File: src/rtl/alu_pkg.sv
// Shared definitions for the ID->EX ALU issue path: opcodes, ALUOp
// encodings, latency classes and the issue FSM state type.
package alu_pkg;

   localparam int OP_W = 5;

   localparam logic [6:0] OPC_LUI    = 7'b0110111;
   localparam logic [6:0] OPC_AUIPC  = 7'b0010111;
   localparam logic [6:0] OPC_JAL    = 7'b1101111;
   localparam logic [6:0] OPC_JALR   = 7'b1100111;
   localparam logic [6:0] OPC_BRANCH = 7'b1100011;
   localparam logic [6:0] OPC_LOAD   = 7'b0000011;
   localparam logic [6:0] OPC_STORE  = 7'b0100011;
   localparam logic [6:0] OPC_OP_IMM = 7'b0010011;
   localparam logic [6:0] OPC_OP     = 7'b0110011;

   localparam logic [6:0] F7_BASE   = 7'b0000000;
   localparam logic [6:0] F7_ALT    = 7'b0100000;
   localparam logic [6:0] F7_MULDIV = 7'b0000001;

   typedef enum logic [OP_W-1:0] {
      ALU_IDLE = 5'd0, ALU_ADD, ALU_SUB, ALU_SLL, ALU_SLT, ALU_SLTU, ALU_XOR,
      ALU_SRL, ALU_SRA, ALU_OR, ALU_AND, ALU_BEQ, ALU_BNE, ALU_BLT, ALU_BGE,
      ALU_BLTU, ALU_BGEU, ALU_MUL, ALU_MULH, ALU_MULHSU, ALU_MULHU, ALU_DIV,
      ALU_DIVU, ALU_REM, ALU_REMU
   } alu_op_e;

   typedef enum logic [1:0] {CLS_SINGLE, CLS_MUL, CLS_DIV} lat_cls_e;

   typedef enum logic [1:0] {ST_IDLE, ST_HOLD, ST_BUSY} issue_state_e;

   // Shared funct3 table for OP and OP_IMM when no alternate funct7 applies.
   function automatic alu_op_e alu_from_funct3(input logic [2:0] f3);
      case (f3)
         3'b000:  return ALU_ADD;
         3'b001:  return ALU_SLL;
         3'b010:  return ALU_SLT;
         3'b011:  return ALU_SLTU;
         3'b100:  return ALU_XOR;
         3'b101:  return ALU_SRL;
         3'b110:  return ALU_OR;
         default: return ALU_AND;
      endcase
   endfunction

endpackage

File: src/rtl/alu_issue_ctrl_if.sv
// Handshake bundle between ID (master) and the ALU issue controller (slave).
interface alu_issue_ctrl_if;
   import alu_pkg::*;

   logic            in_valid;
   logic            in_ready;
   logic [6:0]      opcode;
   logic [2:0]      funct3;
   logic [6:0]      funct7;
   logic            flush;
   logic            out_valid;
   logic            out_ready;
   logic [OP_W-1:0] alu_op;
   logic            illegal;
   logic            mc_busy;
   logic            mc_done;

   modport master (
      output in_valid, opcode, funct3, funct7, flush, out_ready,
      input  in_ready, out_valid, alu_op, illegal, mc_busy, mc_done
   );

   modport slave (
      input  in_valid, opcode, funct3, funct7, flush, out_ready,
      output in_ready, out_valid, alu_op, illegal, mc_busy, mc_done
   );

endinterface

File: src/rtl/alu_op_decode.sv
// Combinational RV32I/RV32M decode to ALUOp, illegal flag and latency class.
module alu_op_decode
   import alu_pkg::*;
#(
   parameter bit ENABLE_M = 1'b1
) (
   input  logic [6:0] opcode_i,
   input  logic [2:0] funct3_i,
   input  logic [6:0] funct7_i,
   output alu_op_e    alu_op_o,
   output logic       illegal_o,
   output lat_cls_e   cls_o
);

   always_comb begin
      alu_op_o  = ALU_IDLE;
      illegal_o = 1'b0;
      cls_o     = CLS_SINGLE;
      case (opcode_i)
         OPC_LUI, OPC_JALR, OPC_LOAD, OPC_STORE: alu_op_o = ALU_ADD;
         OPC_AUIPC, OPC_JAL:                     alu_op_o = ALU_IDLE;
         OPC_BRANCH: begin
            case (funct3_i)
               3'b000:  alu_op_o = ALU_BEQ;
               3'b001:  alu_op_o = ALU_BNE;
               3'b100:  alu_op_o = ALU_BLT;
               3'b101:  alu_op_o = ALU_BGE;
               3'b110:  alu_op_o = ALU_BLTU;
               3'b111:  alu_op_o = ALU_BGEU;
               default: illegal_o = 1'b1;
            endcase
         end
         OPC_OP_IMM: begin
            if (funct3_i == 3'b101 && funct7_i == F7_ALT) alu_op_o = ALU_SRA;
            else                                           alu_op_o = alu_from_funct3(funct3_i);
         end
         OPC_OP: begin
            case (funct7_i)
               F7_BASE: alu_op_o = alu_from_funct3(funct3_i);
               F7_ALT: begin
                  if (funct3_i == 3'b000)      alu_op_o  = ALU_SUB;
                  else if (funct3_i == 3'b101) alu_op_o  = ALU_SRA;
                  else                         illegal_o = 1'b1;
               end
               F7_MULDIV: begin
                  // MUL..REMU are contiguous, so funct3 is a direct offset.
                  if (ENABLE_M) begin
                     alu_op_o = alu_op_e'(ALU_MUL + {2'b00, funct3_i});
                     cls_o    = funct3_i[2] ? CLS_DIV : CLS_MUL;
                  end else begin
                     illegal_o = 1'b1;
                  end
               end
               default: illegal_o = 1'b1;
            endcase
         end
         default: illegal_o = 1'b1;
      endcase
   end

endmodule

File: src/rtl/alu_issue_ctrl.sv
// ID->EX ALU issue controller: registered decode, valid/ready hand-off and
// a countdown that stalls ID for the duration of multi-cycle ops.
module alu_issue_ctrl
   import alu_pkg::*;
#(
   parameter bit          ENABLE_M = 1'b1,
   parameter int unsigned MUL_LAT  = 2,
   parameter int unsigned DIV_LAT  = 32
) (
   input  logic             clk,
   input  logic             rst_n,
   alu_issue_ctrl_if.slave  bus
);

   // Sized so that either latency can be loaded without truncation.
   localparam int unsigned MAX_LAT = (MUL_LAT > DIV_LAT) ? MUL_LAT : DIV_LAT;
   localparam int          CNT_W   = $clog2(MAX_LAT + 1);
   localparam logic [CNT_W-1:0] MUL_LOAD = CNT_W'(MUL_LAT - 1);
   localparam logic [CNT_W-1:0] DIV_LOAD = CNT_W'(DIV_LAT - 1);
   localparam logic [CNT_W-1:0] CNT_ONE  = CNT_W'(1);

   issue_state_e     state_q,   state_d;
   alu_op_e          alu_op_q,  alu_op_d;
   logic             illegal_q, illegal_d;
   lat_cls_e         cls_q,     cls_d;
   logic [CNT_W-1:0] cnt_q,     cnt_d;

   alu_op_e  dec_op;
   logic     dec_ill;
   lat_cls_e dec_cls;
   logic     held_multi;
   logic     in_ready_c;
   logic     mc_done_c;

   alu_op_decode #(.ENABLE_M(ENABLE_M)) u_decode (
      .opcode_i  (bus.opcode),
      .funct3_i  (bus.funct3),
      .funct7_i  (bus.funct7),
      .alu_op_o  (dec_op),
      .illegal_o (dec_ill),
      .cls_o     (dec_cls)
   );

   assign held_multi = (cls_q == CLS_MUL && MUL_LAT > 1) ||
                       (cls_q == CLS_DIV && DIV_LAT > 1);

   always_comb begin
      state_d    = state_q;
      alu_op_d   = alu_op_q;
      illegal_d  = illegal_q;
      cls_d      = cls_q;
      cnt_d      = cnt_q;
      in_ready_c = 1'b0;
      mc_done_c  = 1'b0;
      case (state_q)
         ST_IDLE: begin
            in_ready_c = 1'b1;
            if (bus.in_valid) begin
               alu_op_d  = dec_op;
               illegal_d = dec_ill;
               cls_d     = dec_cls;
               state_d   = ST_HOLD;
            end
         end
         ST_HOLD: begin
            if (bus.out_ready) begin
               if (held_multi) begin
                  cnt_d   = (cls_q == CLS_DIV) ? DIV_LOAD : MUL_LOAD;
                  state_d = ST_BUSY;
               end else begin
                  in_ready_c = 1'b1;
                  if (bus.in_valid) begin
                     alu_op_d  = dec_op;
                     illegal_d = dec_ill;
                     cls_d     = dec_cls;
                  end else begin
                     state_d = ST_IDLE;
                  end
               end
            end
         end
         ST_BUSY: begin
            if (cnt_q > CNT_ONE) begin
               cnt_d = cnt_q - CNT_ONE;
            end else begin
               mc_done_c = (cnt_q == CNT_ONE);
               state_d   = ST_IDLE;
            end
         end
         default: state_d = ST_IDLE;
      endcase
      // Flush discards the held op and any same-cycle accept.
      if (bus.flush) begin
         state_d   = ST_IDLE;
         alu_op_d  = alu_op_q;
         illegal_d = illegal_q;
         cls_d     = cls_q;
         cnt_d     = '0;
         mc_done_c = 1'b0;
      end
   end

   always_ff @(posedge clk or negedge rst_n) begin
      if (!rst_n) begin
         state_q   <= ST_IDLE;
         alu_op_q  <= ALU_IDLE;
         illegal_q <= 1'b0;
         cls_q     <= CLS_SINGLE;
         cnt_q     <= '0;
      end else begin
         state_q   <= state_d;
         alu_op_q  <= alu_op_d;
         illegal_q <= illegal_d;
         cls_q     <= cls_d;
         cnt_q     <= cnt_d;
      end
   end

   assign bus.in_ready  = in_ready_c;
   assign bus.out_valid = (state_q == ST_HOLD);
   assign bus.alu_op    = alu_op_q;
   assign bus.illegal   = illegal_q;
   assign bus.mc_busy   = (state_q == ST_BUSY);
   assign bus.mc_done   = mc_done_c;

endmodule
File: src/flat_wrapper.sv
// flat-port wrapper written by rule: the top's interface ports become plain ports
module alu_issue_ctrl_flat import alu_pkg::*;
#(
   parameter bit          ENABLE_M = 1'b1,
   parameter int unsigned MUL_LAT  = 2,
   parameter int unsigned DIV_LAT  = 32
)
  (clk, rst_n, bus_in_valid, bus_opcode, bus_funct3, bus_funct7, bus_flush, bus_out_ready, bus_in_ready, bus_out_valid, bus_alu_op, bus_illegal, bus_mc_busy, bus_mc_done);
  alu_issue_ctrl_if bus_i ();
  input  logic clk;
  input  logic rst_n;
  input wire logic [$bits(bus_i.in_valid)-1:0] bus_in_valid;
  input wire logic [$bits(bus_i.opcode)-1:0] bus_opcode;
  input wire logic [$bits(bus_i.funct3)-1:0] bus_funct3;
  input wire logic [$bits(bus_i.funct7)-1:0] bus_funct7;
  input wire logic [$bits(bus_i.flush)-1:0] bus_flush;
  input wire logic [$bits(bus_i.out_ready)-1:0] bus_out_ready;
  output wire logic [$bits(bus_i.in_ready)-1:0] bus_in_ready;
  output wire logic [$bits(bus_i.out_valid)-1:0] bus_out_valid;
  output wire logic [$bits(bus_i.alu_op)-1:0] bus_alu_op;
  output wire logic [$bits(bus_i.illegal)-1:0] bus_illegal;
  output wire logic [$bits(bus_i.mc_busy)-1:0] bus_mc_busy;
  output wire logic [$bits(bus_i.mc_done)-1:0] bus_mc_done;
  assign bus_i.in_valid = bus_in_valid;
  assign bus_i.opcode = bus_opcode;
  assign bus_i.funct3 = bus_funct3;
  assign bus_i.funct7 = bus_funct7;
  assign bus_i.flush = bus_flush;
  assign bus_i.out_ready = bus_out_ready;
  assign bus_in_ready = bus_i.in_ready;
  assign bus_out_valid = bus_i.out_valid;
  assign bus_alu_op = bus_i.alu_op;
  assign bus_illegal = bus_i.illegal;
  assign bus_mc_busy = bus_i.mc_busy;
  assign bus_mc_done = bus_i.mc_done;
  alu_issue_ctrl #(.ENABLE_M(ENABLE_M), .MUL_LAT(MUL_LAT), .DIV_LAT(DIV_LAT)) u_core (.clk(clk), .rst_n(rst_n), .bus(bus_i));
endmodule
File: config.mk
export PLATFORM = sky130hd
export DESIGN_NAME = alu_issue_ctrl_flat
export DESIGN_NICKNAME = d
export VERILOG_FILES = /design/src/rtl/alu_pkg.sv /design/src/rtl/alu_issue_ctrl_if.sv /design/src/rtl/alu_op_decode.sv /design/src/rtl/alu_issue_ctrl.sv /design/src/flat_wrapper.sv
export SDC_FILE = /design/constraint.sdc
export NUM_CORES = 1
export LEC_CHECK = 0
export CAP_MARGIN = 5
export CELL_PAD_IN_SITES_DETAIL_PLACEMENT = 0
export CELL_PAD_IN_SITES_GLOBAL_PLACEMENT = 1
export CORE_MARGIN = 2
export CORE_UTILIZATION = 30
export CTS_CLUSTER_SIZE = 40
export DETAILED_ROUTE_END_ITERATION = 16
export PLACE_DENSITY_LB_ADDON = 0.1
export SYNTH_ARGS = -nofsm -noshare
export SYNTH_HDL_FRONTEND = slang
export SYNTH_SLANG_ARGS = --single-unit
export TNS_END_PERCENT = 5
File: constraint.sdc
create_clock -name clk -period 4.6 [get_ports clk]
set_input_delay 0.46 -clock clk [delete_from_list [all_inputs] [get_ports clk]]
set_output_delay 0.46 -clock clk [all_outputs]
set_load 0.05 [all_outputs]
==> flow_summary.yaml, run 1 <==
placement:
  port_buffers: 31
  gp_congestion: 0.889
  dp_hpwl_um: 2860
global_route:
  antenna_found_initial: 0
  met1_usage_pct: 16.9
  grt_pass1_wl_um: 6100
  grt_pass1_vias: 1368
  grt.met3_usage_pct: 0.833
  grt_remaining_overflow: 0
  top_usage_layer: "met2"
  gr-usage-all-layers_pct: 14.6
  grtUsageMet2_pct: 26.5
  grt_start_max_net_pins: 17
yosys:
  synth-seq-area-share_pct: 28.7
  syn-cell-area_um2: 1400
  synth.top_cell.area_share_pct: 28.7
  yosys.area.top_type: "dfrtp_1"
  synth_fp_nets: 209
  ys_types: 51
  yosys_register_bits: 16
  synth.area.top_cells: "dfrtp_1 29%, ha_1 8.1%, a21oi_1 5.0%"
  ys.flop_type: "dfrtp_1"
  synth-async-reset-ratio_pct: 100
  synth_edf_count: 0
  syn_area_per_cell_um2: 7.84
  synth-warning-count: 0
  syn-instance-count: 178
clocking:
  cts_tree: "built"
  postCtsSetupBuffers: 0
  cts_resized: 0
  clk_latency_ps: 240
  max-clock-path-buffers: 2
  htreeDepth: 1
  cts.sinks: 16
  clk_pin_slew_worst_paths_ps: 60
  ctsHoldBuffers: 0
  cts_buffers: 3
  cts-root-buf: "clkbuf_8"
timing:
  tightest_slew_ps: 760
  hold_viol_final: 0
  worst_slew_margin_rel_pct: 49.2
  max_clock_freq_ghz: 0.358
  slew_viol_final: 0
  rsz0062_at_grt: "no"
  fin_crit_ps: 2790
  finalClockSkew_ps: 1.38
  fin_crit_sh_pct: 60.6
  hold-worst-slack_ps: 483
  setup_viol: 0
  finalSetupTns_ps: 0
detailed_routing:
  drt_iter0_drc: 71
  wl_um: 3510
  routedWlPerCell_um: 13.7
  postRouteAntennaNets: 0
  drc_errors: 0
  via_per_inst: 5.41
  via_count: 1385
  first_pass_iters: 4
critical_path:
  cp_max_fo: 15
  crit_required_ps: 4770
  critical_path_class: "input port to register"
  cp-end-kind: "register"
  critPathLaunchType: "input port"
  crit_path_top_delay_cell: "or4b_1"
  max_stage_delay_ps: 820
  critical_path.startpoint: "bus_flush"
  r2r-start: "u_core.cls_q[0]$_DFFE_PN0P_"
  arrival_ps: 2960
  cp_cell_sequence: "clkdlybuf4s50_1 > or4b_1 > or3_4 > or4_4 > o211ai_2"
worst_hold_path:
  hp-start: "u_core.bus.alu_op[4]$_DFFE_PN0P_"
  hold_class: "register to register"
floorplanning:
  initial_core_util_pct: 31.6
  die_y_um: 72.2
  rows: 24
  core_um2: 4410
  ios: 32
  die-area_um2: 5210
  die_w_um: 72.2
final_layout:
  layout_commonest_cell: "clkdlybuf4s50_1"
  fill_cells: 454
  num-nets-final: 236
  mostFrequentLayoutCells: "31 x clkdlybuf4s50_1, 18 x nor2_1, 17 x nand2_1"
  n_antenna_cell: 0
  layout-drive-gt1-share_pct: 4.90
  area_growth_pct: 27.8
job:
  drv_cap: 0
power_and_ir_drop:
  power.leakage_nw: 0.709
  max-vdd-ir-drop_v: 0.0000880
  cellPowerDensity_nw_per_um2: 204
status:
  outcome: "complete, no violations"
-- where the power goes --
part / switching [mW] / total (mW) / leakage [nW] / internal [mW]
registers: 0.00192 / 0.146 / 0.214 / 0.144
logic: 0.0536 / 0.0942 / 0.467 / 0.0406
clock network: 0.0467 / 0.123 / 0.0288 / 0.0758
total: 0.102 / 0.363 / 0.709 / 0.261
-- Yosys cell counts, types with 2 or more instances --
cell	n
a31oi_1	3
nand4_1	2
nor2_1	18
or2_1	2
nand3b_1	2
o31a_1	2
inv_2	2
a21oi_1	14
inv_1	10
a21o_1	2
or4_1	2
ha_1	9
nor3_1	6
o22ai_1	2
or4_4	2
dfrtp_1	16
nor2b_1	4
nand2_1	17
o21ai_0	9
nor4_1	4
a211oi_1	6
o31ai_1	3
nor3b_1	2
nand2b_1	6
clkbuf_1	6
o21ai_1	2
-- worst paths after layout --
kind                       cells past startpoint  slack (ps)                                to
min in group asynchronous                      1         660     u_core.state_q[0]$_DFFE_PN0P_
max in group asynchronous                      1        3460       u_core.cnt_q[1]$_DFFE_PN0P_
hold reg to reg                                1         480  u_core.bus.alu_op[4]$_DFFE_PN0P_
hold / removal                                 1         480  u_core.bus.alu_op[4]$_DFFE_PN0P_
setup reg to reg                               7        1960  u_core.bus.alu_op[3]$_DFFE_PN0P_
setup / recovery                               5        1810  u_core.bus.alu_op[3]$_DFFE_PN0P_
-- state kept, by name, indices dropped and copies added (netlist names) --
signal,flops
u_core.state_q,2
u_core.cls_q,2
u_core.bus.illegal,1
u_core.cnt_q,6
u_core.bus.alu_op,5
-- critical path: cells and delay by family --
family / cells / cell delay [ps]
AOI/OAI and AO/OA: 1 / 80
and+or+nand+nor: 3 / 1840
buffers and inverters: 1 / 570
-- through the flow --
stage	instances	power [mW]	util, %	setup WS, ps	cell area, um^2
floorplan	178	0.203	-	2250	1400
global placement	252	0.244	39.1	1540	1730
detailed placement	252	0.244	39.1	1540	1730
CTS	256	0.371	40.4	1800	1780
global route	256	0.389	40.4	1640	1780
finish	256	0.363	40.4	1810	1780
-- metal layers --
metal | vias to the layer above | share of wire (%) | routed length (um)
li1 | 708 | - | -
met1 | 628 | 42 | 1480
met2 | 41 | 53 | 1850
met3 | 8 | 2.9 | 100
met4 | 0 | 2.2 | 78
met5 | - | 0 | 0
-- area by class of cell --
cell class	instances	area, um^2	share of cell area, %
sequential	16	400	22.5
tap	52	65.1	3.65
clock buffer	4	55.1	3.09
timing repair buffer	31	310	17.4
multi-input combinational	141	907	50.9
inverter	12	45.0	2.53
-- cells by family after synthesis --
family                   Yosys count  share of synthesized area (%)
multiplexers                       1                          0.718
flip-flops                        16                           28.7
AO/OA/AOI/OAI                     58                           27.9
XOR/XNOR                           1                          0.628
buffers and inverters             21                           6.28
adder cells (fa/ha/maj)            9                           8.07
AND/OR/NAND/NOR                   72                           27.7
(Power assumes the default switching activity.)
==> run 2, diff against run 1 <==
Clock period 4.6 ns to 2.6 ns, I/O delays scaled along.
==> flow_summary.yaml, run 2 (synthesis results as in run 1) <==
placement:
  detailedPlace.worstSlack_ps: 107
  placed_cell_area_um2: 1800
  port_buffers: 31
  dp_hpwl_um: 3080
  dp.cells: 262
  gp_congestion: 0.883
critical_path:
  critical_path_class: "register to register"
  crit_required_ps: 2780
  critPathLaunchType: "register"
  max_stage_delay_ps: 530
  crit_path_top_delay_cell: "or4b_1"
  arrival_ps: 2550
  cp-end-kind: "register"
  cp_max_fo: 4
  cp_cell_sequence: "ha_1 > a21boi_1 > or4b_1 > or3_4 > or4_4 > o211ai_2"
floorplanning:
  core_um2: 4410
  rows: 24
  die-area_um2: 5210
  die_y_um: 72.2
  ios: 32
  initial_core_util_pct: 31.6
  die_w_um: 72.2
clocking:
  max-clock-path-buffers: 2
  htreeDepth: 1
  cts_resized: 0
  cts-root-buf: "clkbuf_8"
  postCtsSetupBuffers: 0
  clk_pin_slew_worst_paths_ps: 60
  cts_tree: "built"
  cts_buffers: 3
  cts.sinks: 16
  ctsHoldBuffers: 0
  clk_latency_ps: 250
final_layout:
  largest_register: "u_core.cnt_q"
  layout-drive-gt1-share_pct: 8.92
  mostFrequentLayoutCells: "31 x clkdlybuf4s50_1, 18 x nor2_1, 17 x nand2_1"
  layout_commonest_cell: "clkdlybuf4s50_1"
  n_antenna_cell: 0
  area_growth_pct: 32.2
  num-nets-final: 246
  final_area_um2: 1840
  fill_cells: 439
  instances_no_fill: 265
  largest_reg_flops: 6
power_and_ir_drop:
  max-vdd-ir-drop_v: 0.000131
  power.leakage_nw: 0.750
  cellPowerDensity_nw_per_um2: 341
detailed_routing:
  drt_iter0_drc: 53
  via_count: 1445
  routedWlPerCell_um: 14.4
  drc_errors: 0
  first_pass_iters: 5
  postRouteAntennaNets: 0
  via_per_inst: 5.45
  wl_um: 3810
timing:
  timing.final.ws_setup_ps: 221
  tightest_slew_ps: 753
  max_clock_freq_ghz: 0.420
  finalSetupTns_ps: 0
  hold-worst-slack_ps: 456
  fin_crit_ps: 2380
  hold_viol_final: 0
  slew_viol_final: 0
  worst_slew_margin_rel_pct: 49.6
  setup_viol: 0
  rsz0062_at_grt: "no"
  fin_crit_sh_pct: 91.5
  finalClockSkew_ps: 1.54
global_route:
  antenna_found_initial: 0
  gr-usage-all-layers_pct: 14.9
  grt_remaining_overflow: 0
  grt_start_max_net_pins: 17
  grt_pass1_wl_um: 6220
  grt_pass1_vias: 1376
status:
  outcome: "complete, no violations"
worst_hold_path:
  hold_class: "input port to async pin"
job:
  drv_cap: 0
==> run 2: cell types whose count changed in the layout (fill, tap and decap cells not counted), sizes merged <==
| cell | delta |
|---|---|
| buf | +10 |
| clkbuf | -1 |
==> run 2: routing by layer <==
layer / global-route usage (%) / share of wire, % / vias to the layer above
met3: 1.39 / 3.1 / 14
li1: - / - / 728
met2: 27.8 / 51 / 44
met4: 8.18 / 3.4 / 0
met1: 16.5 / 42 / 659
met5: 0 / 0 / -
==> run 2: area by class of cell <==
| type | count | area [um^2] | area share, % |
|---|---|---|---|
| timing repair buffer | 41 | 385 | 20.9 |
| sequential | 16 | 400 | 21.7 |
| multi-input combinational | 141 | 907 | 49.2 |
| tap | 52 | 65.1 | 3.53 |
| inverter | 12 | 45.0 | 2.44 |
| clock buffer | 3 | 41.3 | 2.24 |
==> run 2: report_power, final <==
| part | switching (mW) | internal [mW] | leakage [nW] | total [mW] |
|---|---|---|---|---|
| clock network | 0.0842 | 0.103 | 0.0216 | 0.187 |
| registers | 0.00392 | 0.256 | 0.214 | 0.259 |
| logic | 0.100 | 0.0814 | 0.515 | 0.182 |
==> run 2: worst paths after layout <==
path / cells past startpoint / endpoint / slack, ps / start
setup / recovery: 6 / u_core.bus.alu_op[3]$_DFFE_PN0P_ / 220 / u_core.cls_q[1]$_DFFE_PN0P_
hold / removal: 1 / u_core.bus.alu_op[4]$_DFFE_PN0P_ / 460 / rst_n
setup reg to reg: 6 / u_core.bus.alu_op[3]$_DFFE_PN0P_ / 220 / u_core.cls_q[1]$_DFFE_PN0P_
hold reg to reg: 1 / u_core.bus.alu_op[4]$_DFFE_PN0P_ / 480 / u_core.bus.alu_op[4]$_DFFE_PN0P_
max in group asynchronous: 1 / u_core.cnt_q[1]$_DFFE_PN0P_ / 1670 / rst_n
min in group clk: 1 / u_core.bus.alu_op[4]$_DFFE_PN0P_ / 480 / u_core.bus.alu_op[4]$_DFFE_PN0P_
==> run 2: through the flow <==
step / total power [mW] / util, %
2_1_floorplan: 0.359 / -
3_3_place_gp: 0.444 / 40.8
3_5_place_dp: 0.445 / 40.8
4_1_cts: 0.633 / 41.8
5_1_grt: 0.660 / 41.8
6_report: 0.628 / 41.8
==> run 2: critical path, delay by kind of cell, from the launching register on <==
| kind | cells | cell delay, ps |
|---|---|---|
| AND/OR/NAND/NOR | 3 | 1490 |
| adder cells (fa/ha/maj) | 1 | 290 |
| AO/OA/AOI/OAI | 2 | 150 |
| flip-flops | 1 | 380 |
